**config.mk**
```make
export PLATFORM = sky130hd
export DESIGN_NAME = wam_game_sequencer
export DESIGN_NICKNAME = d
export VERILOG_FILES = /design/src/rtl/wam_game_sequencer.sv
export SDC_FILE = /design/constraint.sdc
export NUM_CORES = 1
export LEC_CHECK = 0
export CORE_MARGIN = 2
export CORE_UTILIZATION = 55
export DETAILED_ROUTE_END_ITERATION = 7
export PLACE_DENSITY = 0.86
export SYNTH_ARGS = -nofsm -noshare
export SYNTH_HDL_FRONTEND = slang
export SYNTH_SLANG_ARGS = --single-unit
```
**constraint.sdc**
```tcl
create_clock -name clk -period 3.08 [get_ports clk]
set_clock_uncertainty 0.15 [all_clocks]
set_input_delay 0.308 -clock clk [delete_from_list [all_inputs] [get_ports clk]]
set_output_delay 0.308 -clock clk [all_outputs]
set_load 0.05 [all_outputs]
```
**src/rtl/wam_game_sequencer.sv**
```systemverilog
// Whack-a-mole game sequencer: restart, ready countdown, play and game-over phases,
// with its own 1 s tick divider and per-mode hit/flick/life/timer bookkeeping.
module wam_game_sequencer #(
  parameter int TICK_DIV    = 50_000_000,
  parameter int READY_SECS  = 5,
  parameter int GAME_SECS   = 30,
  parameter int HITS_NORMAL = 25,
  parameter int HITS_EXT    = 50,
  parameter int LIVES       = 3,
  parameter int CNT_W       = 6
) (
  input  logic             clk,
  input  logic             reset,
  input  logic             start,
  input  logic [1:0]       mode,
  input  logic             ext,
  input  logic             flick,
  input  logic             hit,
  input  logic             expire,
  output logic             load_seed,
  output logic             game_en,
  output logic             clear_n,
  output logic [3:0]       ready_cnt,
  output logic [CNT_W-1:0] score,
  output logic [CNT_W-1:0] flicks,
  output logic [CNT_W-1:0] target,
  output logic [5:0]       time_left,
  output logic [2:0]       lives_left,
  output logic             game_over,
  output logic [2:0]       state
);

  typedef enum logic [2:0] {
    S_IDLE    = 3'd0,
    S_RESTART = 3'd1,
    S_READY   = 3'd2,
    S_PLAY    = 3'd3,
    S_OVER    = 3'd4
  } state_t;

  localparam int               DIV_W    = (TICK_DIV > 1) ? $clog2(TICK_DIV) : 1;
  localparam logic [DIV_W-1:0] DIV_LAST = DIV_W'(TICK_DIV - 1);
  localparam logic [CNT_W-1:0] CNT_MAX  = {CNT_W{1'b1}};

  state_t           state_q, state_d;
  logic [DIV_W-1:0] div_q, div_d;
  logic [1:0]       mode_q, mode_d;
  logic [3:0]       ready_q, ready_d;
  logic [CNT_W-1:0] score_q, score_d;
  logic [CNT_W-1:0] flicks_q, flicks_d;
  logic [CNT_W-1:0] target_q, target_d;
  logic [5:0]       time_q, time_d;
  logic [2:0]       lives_q, lives_d;
  logic             run_s, tick_s, pts_in_s, pts_s, timed_s, lives_s, end_s;

  assign run_s    = (state_q == S_READY) || (state_q == S_PLAY);
  assign tick_s   = run_s && (div_q == DIV_LAST);
  assign pts_in_s = (mode == 2'b00) || (mode == 2'b11);
  assign pts_s    = (mode_q == 2'b00) || (mode_q == 2'b11);
  assign timed_s  = (mode_q == 2'b01);
  assign lives_s  = (mode_q == 2'b10);

  // Phase sequencing and counter bookkeeping; start outranks every end condition.
  always_comb begin
    state_d  = state_q;
    mode_d   = mode_q;
    ready_d  = ready_q;
    score_d  = score_q;
    flicks_d = flicks_q;
    target_d = target_q;
    time_d   = time_q;
    lives_d  = lives_q;
    end_s    = 1'b0;
    case (state_q)
      S_IDLE: begin
        state_d = start ? S_RESTART : S_IDLE;
      end
      S_RESTART: begin
        mode_d   = mode;
        score_d  = '0;
        flicks_d = '0;
        ready_d  = 4'(READY_SECS);
        target_d = pts_in_s ? (ext ? CNT_W'(HITS_EXT) : CNT_W'(HITS_NORMAL)) : '0;
        time_d   = (mode == 2'b01) ? 6'(GAME_SECS) : 6'd0;
        lives_d  = (mode == 2'b10) ? 3'(LIVES) : 3'd0;
        state_d  = S_READY;
      end
      S_READY: begin
        ready_d = (tick_s && ready_q != 4'd0) ? ready_q - 4'd1 : ready_q;
        if (start) begin
          state_d = S_RESTART;
        end else if (ready_q == 4'd0) begin
          state_d = S_PLAY;
        end else begin
          state_d = S_READY;
        end
      end
      S_PLAY: begin
        flicks_d = (flick && flicks_q != CNT_MAX) ? flicks_q + 1'b1 : flicks_q;
        score_d  = (hit && score_q != CNT_MAX) ? score_q + 1'b1 : score_q;
        lives_d  = (expire && !hit && lives_s && lives_q != 3'd0) ? lives_q - 3'd1 : lives_q;
        time_d   = (tick_s && timed_s && time_q != 6'd0) ? time_q - 6'd1 : time_q;
        end_s    = (pts_s && flicks_d == target_q) ||
                   (timed_s && time_d == 6'd0) ||
                   (lives_s && lives_d == 3'd0);
        if (start) begin
          state_d = S_RESTART;
        end else if (end_s) begin
          state_d = S_OVER;
        end else begin
          state_d = S_PLAY;
        end
      end
      S_OVER: begin
        state_d = start ? S_RESTART : S_OVER;
      end
      default: begin
        state_d = S_IDLE;
      end
    endcase
  end

  // Tick divider restarts on every phase change so the first tick lands TICK_DIV cycles in.
  always_comb begin
    div_d = '0;
    if (run_s && (state_d == state_q) && !tick_s) begin
      div_d = div_q + 1'b1;
    end else begin
      div_d = '0;
    end
  end

  // State and counter registers.
  always_ff @(posedge clk) begin
    if (reset) begin
      state_q  <= S_IDLE;
      div_q    <= '0;
      mode_q   <= 2'b00;
      ready_q  <= 4'd0;
      score_q  <= '0;
      flicks_q <= '0;
      target_q <= '0;
      time_q   <= 6'd0;
      lives_q  <= 3'd0;
    end else begin
      state_q  <= state_d;
      div_q    <= div_d;
      mode_q   <= mode_d;
      ready_q  <= ready_d;
      score_q  <= score_d;
      flicks_q <= flicks_d;
      target_q <= target_d;
      time_q   <= time_d;
      lives_q  <= lives_d;
    end
  end

  assign load_seed  = (state_q == S_IDLE);
  assign game_en    = (state_q == S_PLAY);
  assign clear_n    = (state_q != S_RESTART);
  assign game_over  = (state_q == S_OVER);
  assign state      = state_q;
  assign ready_cnt  = ready_q;
  assign score      = score_q;
  assign flicks     = flicks_q;
  assign target     = target_q;
  assign time_left  = time_q;
  assign lives_left = lives_q;

endmodule
```
==> flow_summary.ini <==
[critical_path]
critPathCaptureType = register
critical_path.startpoint_type = register
crit_required_ns = 3.21
reg2reg_setup_slack_ns = 0.35
worstPathArrival_ns = 2.87
worstSetupPathType = reg -> reg
crit_fanout = 26

[sta]
timing.setup.tns_ns = 0
max_clock_freq_mhz = 366.0
worst_pin_slew_ns = 0.5406
timing.max_slew.rel_slack = 0.6384
hold_viol_final = 0
finalWorstPathRequiredPeriod_ns = 2.732
number_of_max_slew_violations_in_the_final_report = 0
grt_setup_unrepaired = no
min_period_over_period = 0.8871
setup_viol_count_final = 0

[layout]
areaGrowthSynthToFinish_pct = 21.47
share_of_final_layout_standard_cells_stronger_than_drive_strength_1 = 0.1002
final_layout_net_count = 464
num-fill-cells = 480
final_non_filler_cell_area_um2 = 4021
antennaDiodeCount = 0

[global_routing]
grt_first_pass_wirelength_um = 12120
grt_antenna_before_repair = 0
largest_net_degree_at_the_start_of_global_routing = 29
grt_overflow = 0
groute.usage.overall = 0.2379
grt_pass1_vias = 2735

[synth]
synthTopCellsByArea = sky130_fd_sc_hd__dfxtp_1, sky130_fd_sc_hd__nor2_1, sky130_fd_sc_hd__xor2_1, sky130_fd_sc_hd__nand2_1, sky130_fd_sc_hd__ha_1
post_synth_and_or_nand_nor_area_fraction = 0.3069
yosys.area_share.adder = 0.04157
yosys_warnings = 0
synth_area_leader_cell = sky130_fd_sc_hd__dfxtp_1
seq_area_frac_synth = 0.3568
synth_top_family_by_area = simple AND/OR/NAND/NOR gates
synth_ff_type = sky130_fd_sc_hd__dfxtp_1
synth-compound-area-share = 0.1259
syn_nets = 421
syn_area_per_cell_um2 = 8.256
synthCells = 401
yosys_register_bits = 59
syn-cell-area_um2 = 3311
yosysTopAreaCellShare = 0.3568
synth_most_common_cell = sky130_fd_sc_hd__nor2_1
muxShareOfSynthArea = 0.02532
async_flop_share = 0
synth_cell_types = 57
ys_top_cells_by_count = sky130_fd_sc_hd__nor2_1, sky130_fd_sc_hd__dfxtp_1, sky130_fd_sc_hd__nand2_1
number_of_synthesized_flops_with_an_enable_pin = 0
synthXorXnorAreaFrac = 0.08730

[floorplanning]
die-width_um = 81.59
placementRows = 28
ioPinCount = 47
full_die_area_um2 = 6656
core_area_um2 = 5886
floorplan.initialDensity = 0.5625
floorplan.die.height_um = 81.59

[drt]
remaining_antenna_violation_count_after_routing = 0
drt-total-wl_um = 7522
drc = 0
drt_iter0_markers = 170
dr_total_vias = 3000
routed_wire_length_per_instance_um = 14.35
via_per_instance_ratio = 5.725
drt_pre_antenna_iters = 4

[clock_network]
cts-root-buf = sky130_fd_sc_hd__clkbuf_8
hold_fix_buffers_cts = 0
clk_slew_on_worst_s_h_paths_ns = 0.07
cts_repair_resize_count = 0
cts.sinks = 59
cts_tree = done
inserted_clock_buffers = 9
clock_latency_ns = 0.35
cts_max_level = 3
postCtsSetupRepairBufs = 0
clk_path_buf_depth = 2

[pwr]
internal_power_mw = 1.444
vdd.ir_drop.worst_uv = 356.6
power.sequential.fraction = 0.389
power_switching_share = 0.3283
powerDensity_nw_per_um2 = 534.8
power.net_switching_uw = 706.0
leakagePower_nw = 1.472
combinational_fraction_of_design_power = 0.249
pwr-share-clk = 0.361

[placement]
postPlaceCellArea_um2 = 3806
numPortBuffers = 45
gp_congestion = 0.7992
dp.final_hpwl_um = 5429

[job]
max_cap_violations = 0

[hold_path]
hold_path.class = reg -> reg

[run_status]
run_status = complete, no violations
stage by stage:
stage | instances | hold WS, ns | util | setup WS, ns | power, mW
after floorplan | 401 | 0.2759 | - | 0.2711 | 1.229
after global placement | 508 | 0.2920 | 0.6467 | 0.3898 | 1.373
after detailed placement | 508 | 0.3054 | 0.6467 | 0.2969 | 1.388
after CTS | 524 | 0.3219 | 0.6832 | 0.3830 | 2.162
after global routing | 524 | 0.3307 | 0.6832 | 0.1559 | 2.241
final | 524 | 0.3224 | 0.6832 | 0.3476 | 2.150
registers in the layout (all words and copies together) (netlist names):
| signal | flops |
|---|---|
| div_q | 26 |
| time_left | 6 |
| mode_q | 2 |
| score | 6 |
| state | 3 |
| ready_cnt | 4 |
| target | 3 |
| flicks | 6 |
| lives_left | 3 |
path summary, 6_finish.rpt:
| check | start | endpoint | cells past startpoint |
|---|---|---|---|
| max | flicks[0] | div_q[14] | 9 |
| min | div_q[0] | div_q[0] | 1 |
| max reg2reg | flicks[0] | div_q[14] | 9 |
| min reg2reg | div_q[0] | div_q[0] | 1 |
cells in the final DEF, fill, tap and decap left out, types with 2 or more instances in the layout:
cell                              instances
sky130_fd_sc_hd__and2_1                   4
sky130_fd_sc_hd__clkbuf_8                 9
sky130_fd_sc_hd__o21a_1                   2
sky130_fd_sc_hd__and4bb_2                 2
sky130_fd_sc_hd__nor4b_2                  2
sky130_fd_sc_hd__mux2_2                   3
sky130_fd_sc_hd__xnor2_1                  9
sky130_fd_sc_hd__a21oi_1                 23
sky130_fd_sc_hd__a32oi_1                  2
sky130_fd_sc_hd__o21ai_0                  5
sky130_fd_sc_hd__or2_2                    2
sky130_fd_sc_hd__and3_1                  12
sky130_fd_sc_hd__o31a_1                   2
sky130_fd_sc_hd__nand2b_1                 5
sky130_fd_sc_hd__nand4b_1                 4
sky130_fd_sc_hd__and4_1                   6
sky130_fd_sc_hd__a21o_1                   4
sky130_fd_sc_hd__buf_4                    8
sky130_fd_sc_hd__mux2i_1                  5
sky130_fd_sc_hd__ha_1                    11
sky130_fd_sc_hd__a211oi_1                 4
sky130_fd_sc_hd__a31oi_1                  4
sky130_fd_sc_hd__nor2b_1                  5
sky130_fd_sc_hd__clkinv_2                 3
sky130_fd_sc_hd__xor2_1                  24
sky130_fd_sc_hd__inv_1                   17
sky130_fd_sc_hd__nand3_1                 18
sky130_fd_sc_hd__nor2_1                  61
sky130_fd_sc_hd__nand2_1                 40
sky130_fd_sc_hd__bufinv_16                2
sky130_fd_sc_hd__nor3_1                   7
sky130_fd_sc_hd__clkdlybuf4s50_1         44
sky130_fd_sc_hd__nand4_1                 11
sky130_fd_sc_hd__o31ai_1                  2
sky130_fd_sc_hd__nand3b_1                 2
sky130_fd_sc_hd__dfxtp_1                 59
sky130_fd_sc_hd__o22ai_1                  3
routing by layer:
metal | wire (µm) | part of all wire | GRT usage | vias to the layer above
met4 | 94 | 0.012 | 0.07667 | 0
li1 | - | - | - | 1477
met1 | 3219 | 0.43 | 0.2832 | 1413
met2 | 3737 | 0.50 | 0.4074 | 101
met5 | 0 | 0 | 0 | -
met3 | 471 | 0.063 | 0.07582 | 9
kinds of logic after synthesis:
group | Yosys count
AND/OR/NAND/NOR | 193
flip-flops | 59
AO/OA/AOI/OAI | 58
buffers and inverters | 38
XOR/XNOR | 33
adder cells (fa/ha/maj) | 11
multiplexers | 8
other | 1
critical path, cell delays in order, from the launching register on:
cell	delay [ns]
sky130_fd_sc_hd__dfxtp_1	0.51
sky130_fd_sc_hd__ha_1	0.26
sky130_fd_sc_hd__and4_1	0.25
sky130_fd_sc_hd__a21bo_2	0.17
sky130_fd_sc_hd__mux2i_1	0.25
sky130_fd_sc_hd__mux2_2	0.39
sky130_fd_sc_hd__a31oi_4	0.21
sky130_fd_sc_hd__a41oi_4	0.15
sky130_fd_sc_hd__buf_12	0.19
sky130_fd_sc_hd__nor2_1	0.11
power groups by stage:
stage                     clock (mW)  combinational, mW  sequential (mW)
after floorplan                    0              0.293            0.936
after global placement             0              0.520            0.853
after detailed placement           0              0.534            0.854
after CTS                      0.789              0.536            0.837
after global routing           0.821              0.578            0.842
final                          0.777              0.536            0.838
layout make-up:
cell class | instances | area [µm²] | area share
multi-input combinational | 304 | 1947 | 0.4841
sequential | 59 | 1181 | 0.2937
timing repair buffer | 53 | 520.5 | 0.1294
clock buffer | 9 | 123.9 | 0.03080
tap | 75 | 93.84 | 0.02334
clock inverter | 7 | 91.34 | 0.02271
inverter | 17 | 63.81 | 0.01587
Note: power is estimated with default switching activity, not from simulation.
==> patch 1: new RTL, same settings <==
Change the parameter `HITS_EXT` from 50 to 32.
--- a/src/rtl/wam_game_sequencer.sv
+++ b/src/rtl/wam_game_sequencer.sv
@@ -7,3 +7,3 @@
   parameter int HITS_NORMAL = 25,
-  parameter int HITS_EXT    = 50,
+  parameter int HITS_EXT    = 32,
   parameter int LIVES       = 3,
Behaviour: not the same (a bounded check fails within 4 cycles, from zero or initial values and one cycle with reset high).
==> patch 1 against the unedited design <==
- wire length rose by 11%
- design area rose by 4.0%
- sequential cell count fell by 1
- setup slack got worse by 0.044 ns
- power rose by 6.7%
- area after synthesis rose by 5.4%
- critical path type unchanged
==> patch 1: results <==
{
  "r2r_cells": 9,
  "cp_slowest_stage_delay_ns": 0.55,
  "root_buffer": "clkbuf_8",
  "track_usage_pct": 24.4,
  "min_path_cells": 2,
  "n_antenna_cell": 0,
  "routed_via_density": 5.88,
  "route.met3.wl_um": 364,
  "fillCellCount": 517,
  "arrival_ns": 2.83,
  "grtUsageMet2_pct": 40.9,
  "gp_congestion": 0.915,
  "drive_gt1_share_pct": 12.2,
  "cp_max_fo": 26,
  "largest_reg_flops": 26,
  "cp-startpoint": "div_q[0]$_SDFF_PP0_",
  "drt-met1-wl_um": 3760,
  "ys.warnings.count": 0,
  "io_buffers": 44,
  "grt_max_degree": 27,
  "grt_util_met1_pct": 30.7,
  "regMostFlops": "div_q",
  "drtPass1Iterations": 4,
  "yosys.area.top_type": "dfxtp_1",
  "crit_family": "simple AND/OR/NAND/NOR gates",
  "gr-usage-met3_pct": 3.96,
  "ys_seq_area_share_pct": 33.3,
  "status": "finished, final reports clean",
  "post_cts_buffers": 0,
  "post_dp_cell_area_mm2": 0.00396,
  "fin_nets": 498,
  "slew_headroom_pct": 49.1,
  "post_cts_resized": 0,
  "synth.area.top_cells": "dfxtp_1 (33%), nand2_1 (6.0%), xnor2_1 (5.8%)",
  "grt_pass1_wl_um": 14100,
  "clock_latency_ns": 0.34,
  "peakVddDrop_uv": 346,
  "top_layer_used": "met4",
  "drt-initial-drc-count": 275,
  "synthTopCellsByCount": "dfxtp_1 (58), nand2_1 (56), nor2_1 (40)",
  "slowest_stage": "or4_4",
  "hp-start": "mode_q[1]$_SDFFE_PP0P_",
  "p_int_mw": 1.48,
  "drt-total-wl_um": 8360,
  "grt_pass1_vias": 3050,
  "cts_buffer_depth": 2,
  "met2WireLength_um": 4060,
  "ys_types": 62,
  "antenna_found_initial": 0,
  "dp.final_hpwl_um": 5780,
  "hold_path_class": "flip-flop to flip-flop",
  "power_leakage_nw": 1.45
}
==> patch 1: cell types whose count changed in the layout (fill, tap and decap cells not counted), moves of 3 or more <==
cell / delta
or3_1: +5
o21ai_0: +4
a21o_1: -3
nor3_1: +10
nor2_1: -21
xor2_1: -16
nand2_1: +16
nor4_1: +3
a21oi_1: +8
a21oi_2: +20
mux2_2: -3
xnor2_1: +14
and3_1: -7
==> patch 1: path summary, 6_finish.rpt <==
check	endpoint	slack (ns)
max	div_q[9]$_SDFF_PP0_	0.30
min	mode_q[1]$_SDFFE_PP0P_	0.34
max reg2reg	div_q[9]$_SDFF_PP0_	0.30
min reg2reg	mode_q[1]$_SDFFE_PP0P_	0.34
==> patch 1: through the flow <==
step,setup WS [ns],utilization [%],power (mW),instances
final,0.303,67.0,2.30,560
after floorplan,0.416,-,1.34,440
after global routing,0.110,67.0,2.40,560
after global placement,0.448,63.5,1.51,544
after detailed placement,0.388,63.5,1.52,544
after CTS,0.304,67.0,2.30,560
==> patch 1: cells by family after synthesis <==
family	after synthesis	synth area share (%)
xor+xnor	31	7.78
other cells	1	0.107
fa+ha+maj	11	3.94
compound gates	93	18.8
buf+inv	43	5.66
mux	6	1.72
simple gates	196	28.7
flops	58	33.3
==> patch 1: cell type report <==
class	instances	area, um^2	area share [%]
multi-input combinational	339	2140	51.1
sequential	58	1160	27.8
timing repair buffer	50	493	11.8
clock buffer	11	141	3.38
tap	77	96.3	2.30
clock inverter	5	77.6	1.85
inverter	20	75.1	1.79
==> patch 1: power groups by stage <==
stage               Combinational, mW  Clock (mW)  Sequential (mW)
CTS                             0.672       0.790            0.839
global route                    0.728       0.823            0.847
detailed placement              0.664           0            0.856
floorplan                       0.393           0            0.943
global placement                0.653           0            0.855
finish                          0.675       0.781            0.840
==> patch 2: new RTL, same flow settings <==
Without the edit above. Add an input register stage for `mode`, with the module's reset; this delays it by one clock. The other inputs are not delayed to match.
--- a/src/rtl/wam_game_sequencer.sv
+++ b/src/rtl/wam_game_sequencer.sv
@@ -44,2 +44,12 @@
 
+  logic [1:0] mode_r;
+
+  always_ff @(posedge clk) begin
+    if (reset) begin
+      mode_r <= '0;
+    end else begin
+      mode_r <= mode;
+    end
+  end
+
   state_t           state_q, state_d;
@@ -57,3 +67,3 @@
   assign tick_s   = run_s && (div_q == DIV_LAST);
-  assign pts_in_s = (mode == 2'b00) || (mode == 2'b11);
+  assign pts_in_s = (mode_r == 2'b00) || (mode_r == 2'b11);
   assign pts_s    = (mode_q == 2'b00) || (mode_q == 2'b11);
@@ -78,3 +88,3 @@
       S_RESTART: begin
-        mode_d   = mode;
+        mode_d   = mode_r;
         score_d  = '0;
@@ -83,4 +93,4 @@
         target_d = pts_in_s ? (ext ? CNT_W'(HITS_EXT) : CNT_W'(HITS_NORMAL)) : '0;
-        time_d   = (mode == 2'b01) ? 6'(GAME_SECS) : 6'd0;
-        lives_d  = (mode == 2'b10) ? 3'(LIVES) : 3'd0;
+        time_d   = (mode_r == 2'b01) ? 6'(GAME_SECS) : 6'd0;
+        lives_d  = (mode_r == 2'b10) ? 3'(LIVES) : 3'd0;
         state_d  = S_READY;
Check against the original RTL: not equivalent (Yosys sat finds a counterexample within 4 cycles, from zero or initial values and one cycle with reset high).
==> patch 2 against the unedited design <==
- cell count is 0.57% higher
- non-clock buffer count is 1 lower
- setup slack worse by 0.051 ns
- die area is 3.1% higher
- design area is 3.4% higher
- area after synthesis is 3.3% higher
- sequential cell count is 2 higher
- power is 12% higher
- via count is 1.5% higher
- wire length is 8.3% higher
- critical path type unchanged
- largest cell class unchanged
- highest routed layer unchanged
==> patch 2: results <==
{
  "holdPathEnd": "lives_left[1]$_SDFFE_PP0P_",
  "routed_via_density": 5.78,
  "peakVddDrop_uv": 456,
  "min_path_cells": 2,
  "grt_pass1_vias": 3078,
  "hp-start": "lives_left[1]$_SDFFE_PP0P_",
  "synthMostInstantiatedCell": "dfxtp_1",
  "n_antenna_cell": 0,
  "ys_types": 58,
  "fin_nets": 467,
  "cts_buffer_depth": 2,
  "ys.warnings.count": 0,
  "grt_max_degree": 31,
  "grt_util_met1_pct": 28.3,
  "status": "finished, final reports clean",
  "arrival_ns": 2.82,
  "power_leakage_nw": 1.42,
  "grtUsageMet2_pct": 43.5,
  "dp_slack_ns": 0.196,
  "hold_path_class": "flip-flop to flip-flop",
  "syn_avg_cell_area_um2": 8.48,
  "gr-usage-met3_pct": 6.56,
  "synth.area.top_cells": "dfxtp_1 (36%), nor3_2 (5.9%), xor2_1 (5.4%)",
  "htree_levels": 3,
  "synthTopCellsByCount": "dfxtp_1 (61), nor2_1 (39), nand2_1 (35)",
  "ys_seq_area_share_pct": 35.7,
  "r2r_cells": 9,
  "post_dp_cell_area_mm2": 0.00392,
  "async_flop_share_pct": 0,
  "grt_pass1_wl_um": 14000,
  "root_buffer": "clkbuf_8",
  "holdWs_ns": 0.321,
  "drive_gt1_share_pct": 12.6,
  "setup_ws_ns": 0.297,
  "worst_pin_slew_ns": 0.787,
  "drt-initial-drc-count": 179,
  "gp_congestion": 0.878,
  "path_clk_slew_ns": 0.07,
  "cp_max_fo": 26,
  "final_cells": 527,
  "synth_fp_nets": 423,
  "r2r-end": "div_q[1]$_SDFF_PP0_",
  "regMostFlops": "div_q",
  "numCtsBuffers": 9,
  "wl_per_cell_um": 15.5,
  "cp-startpoint": "flicks[0]$_SDFFE_PP0P_",
  "io_buffers": 45,
  "largest_reg_flops": 26,
  "place_inst": 511,
  "antenna_found_initial": 0,
  "track_usage_pct": 24.6,
  "dp.final_hpwl_um": 5760
}
patch 2: cell types whose count changed in the layout (fill, tap and decap cells not counted), moves of 5 or more:
cell,delta
a21oi_1,+6
o21ai_0,+6
nor2_1,-22
nor3_2,+19
nor3_1,+15
nand2_1,-5
patch 2: cells by family after synthesis:
logic type / Yosys count / share of synthesized area, %
multiplexers: 6 / 1.79
AO/OA/AOI/OAI: 62 / 11.3
AND/OR/NAND/NOR: 194 / 33.7
other: 1 / 0.110
buffers and inverters: 35 / 4.94
adder cells (fa/ha/maj): 11 / 4.03
flip-flops: 61 / 35.7
XOR/XNOR: 33 / 8.46
patch 2: final cells by class:
| type | count | area [um^2] |
|---|---|---|
| repair buffers | 52 | 513 |
| fillers | 488 | 1800 |
| clock inverters | 4 | 95.1 |
| flip-flops and latches | 61 | 1220 |
| multi-input cells | 307 | 2030 |
| well taps | 75 | 93.8 |
| clock buffers | 12 | 145 |
| inverters | 16 | 60.1 |
patch 2: report_power, final:
part / internal (mW) / switching [mW] / leakage [nW]
Combinational: 0.230 / 0.437 / 0.802
Clock: 0.559 / 0.308 / 0.121
Sequential: 0.828 / 0.0555 / 0.494
patch 2: critical path, cell delays in order (launching register included):
cell      delay [ns]
dfxtp_1         0.45
ha_1            0.28
nand2_1         0.12
o21ai_2         0.32
mux2i_1         0.30
mux2i_1         0.11
o31a_1          0.38
a21boi_4        0.20
buf_12          0.21
nor3b_1         0.09
patch 2: per-layer routing:
metal	part of all wire, %	vias up	wire length (um)
met1	42	1436	3400
met2	52	90	4230
met5	0	-	0
met3	5.2	12	426
li1	-	1506	-
met4	1.1	0	93
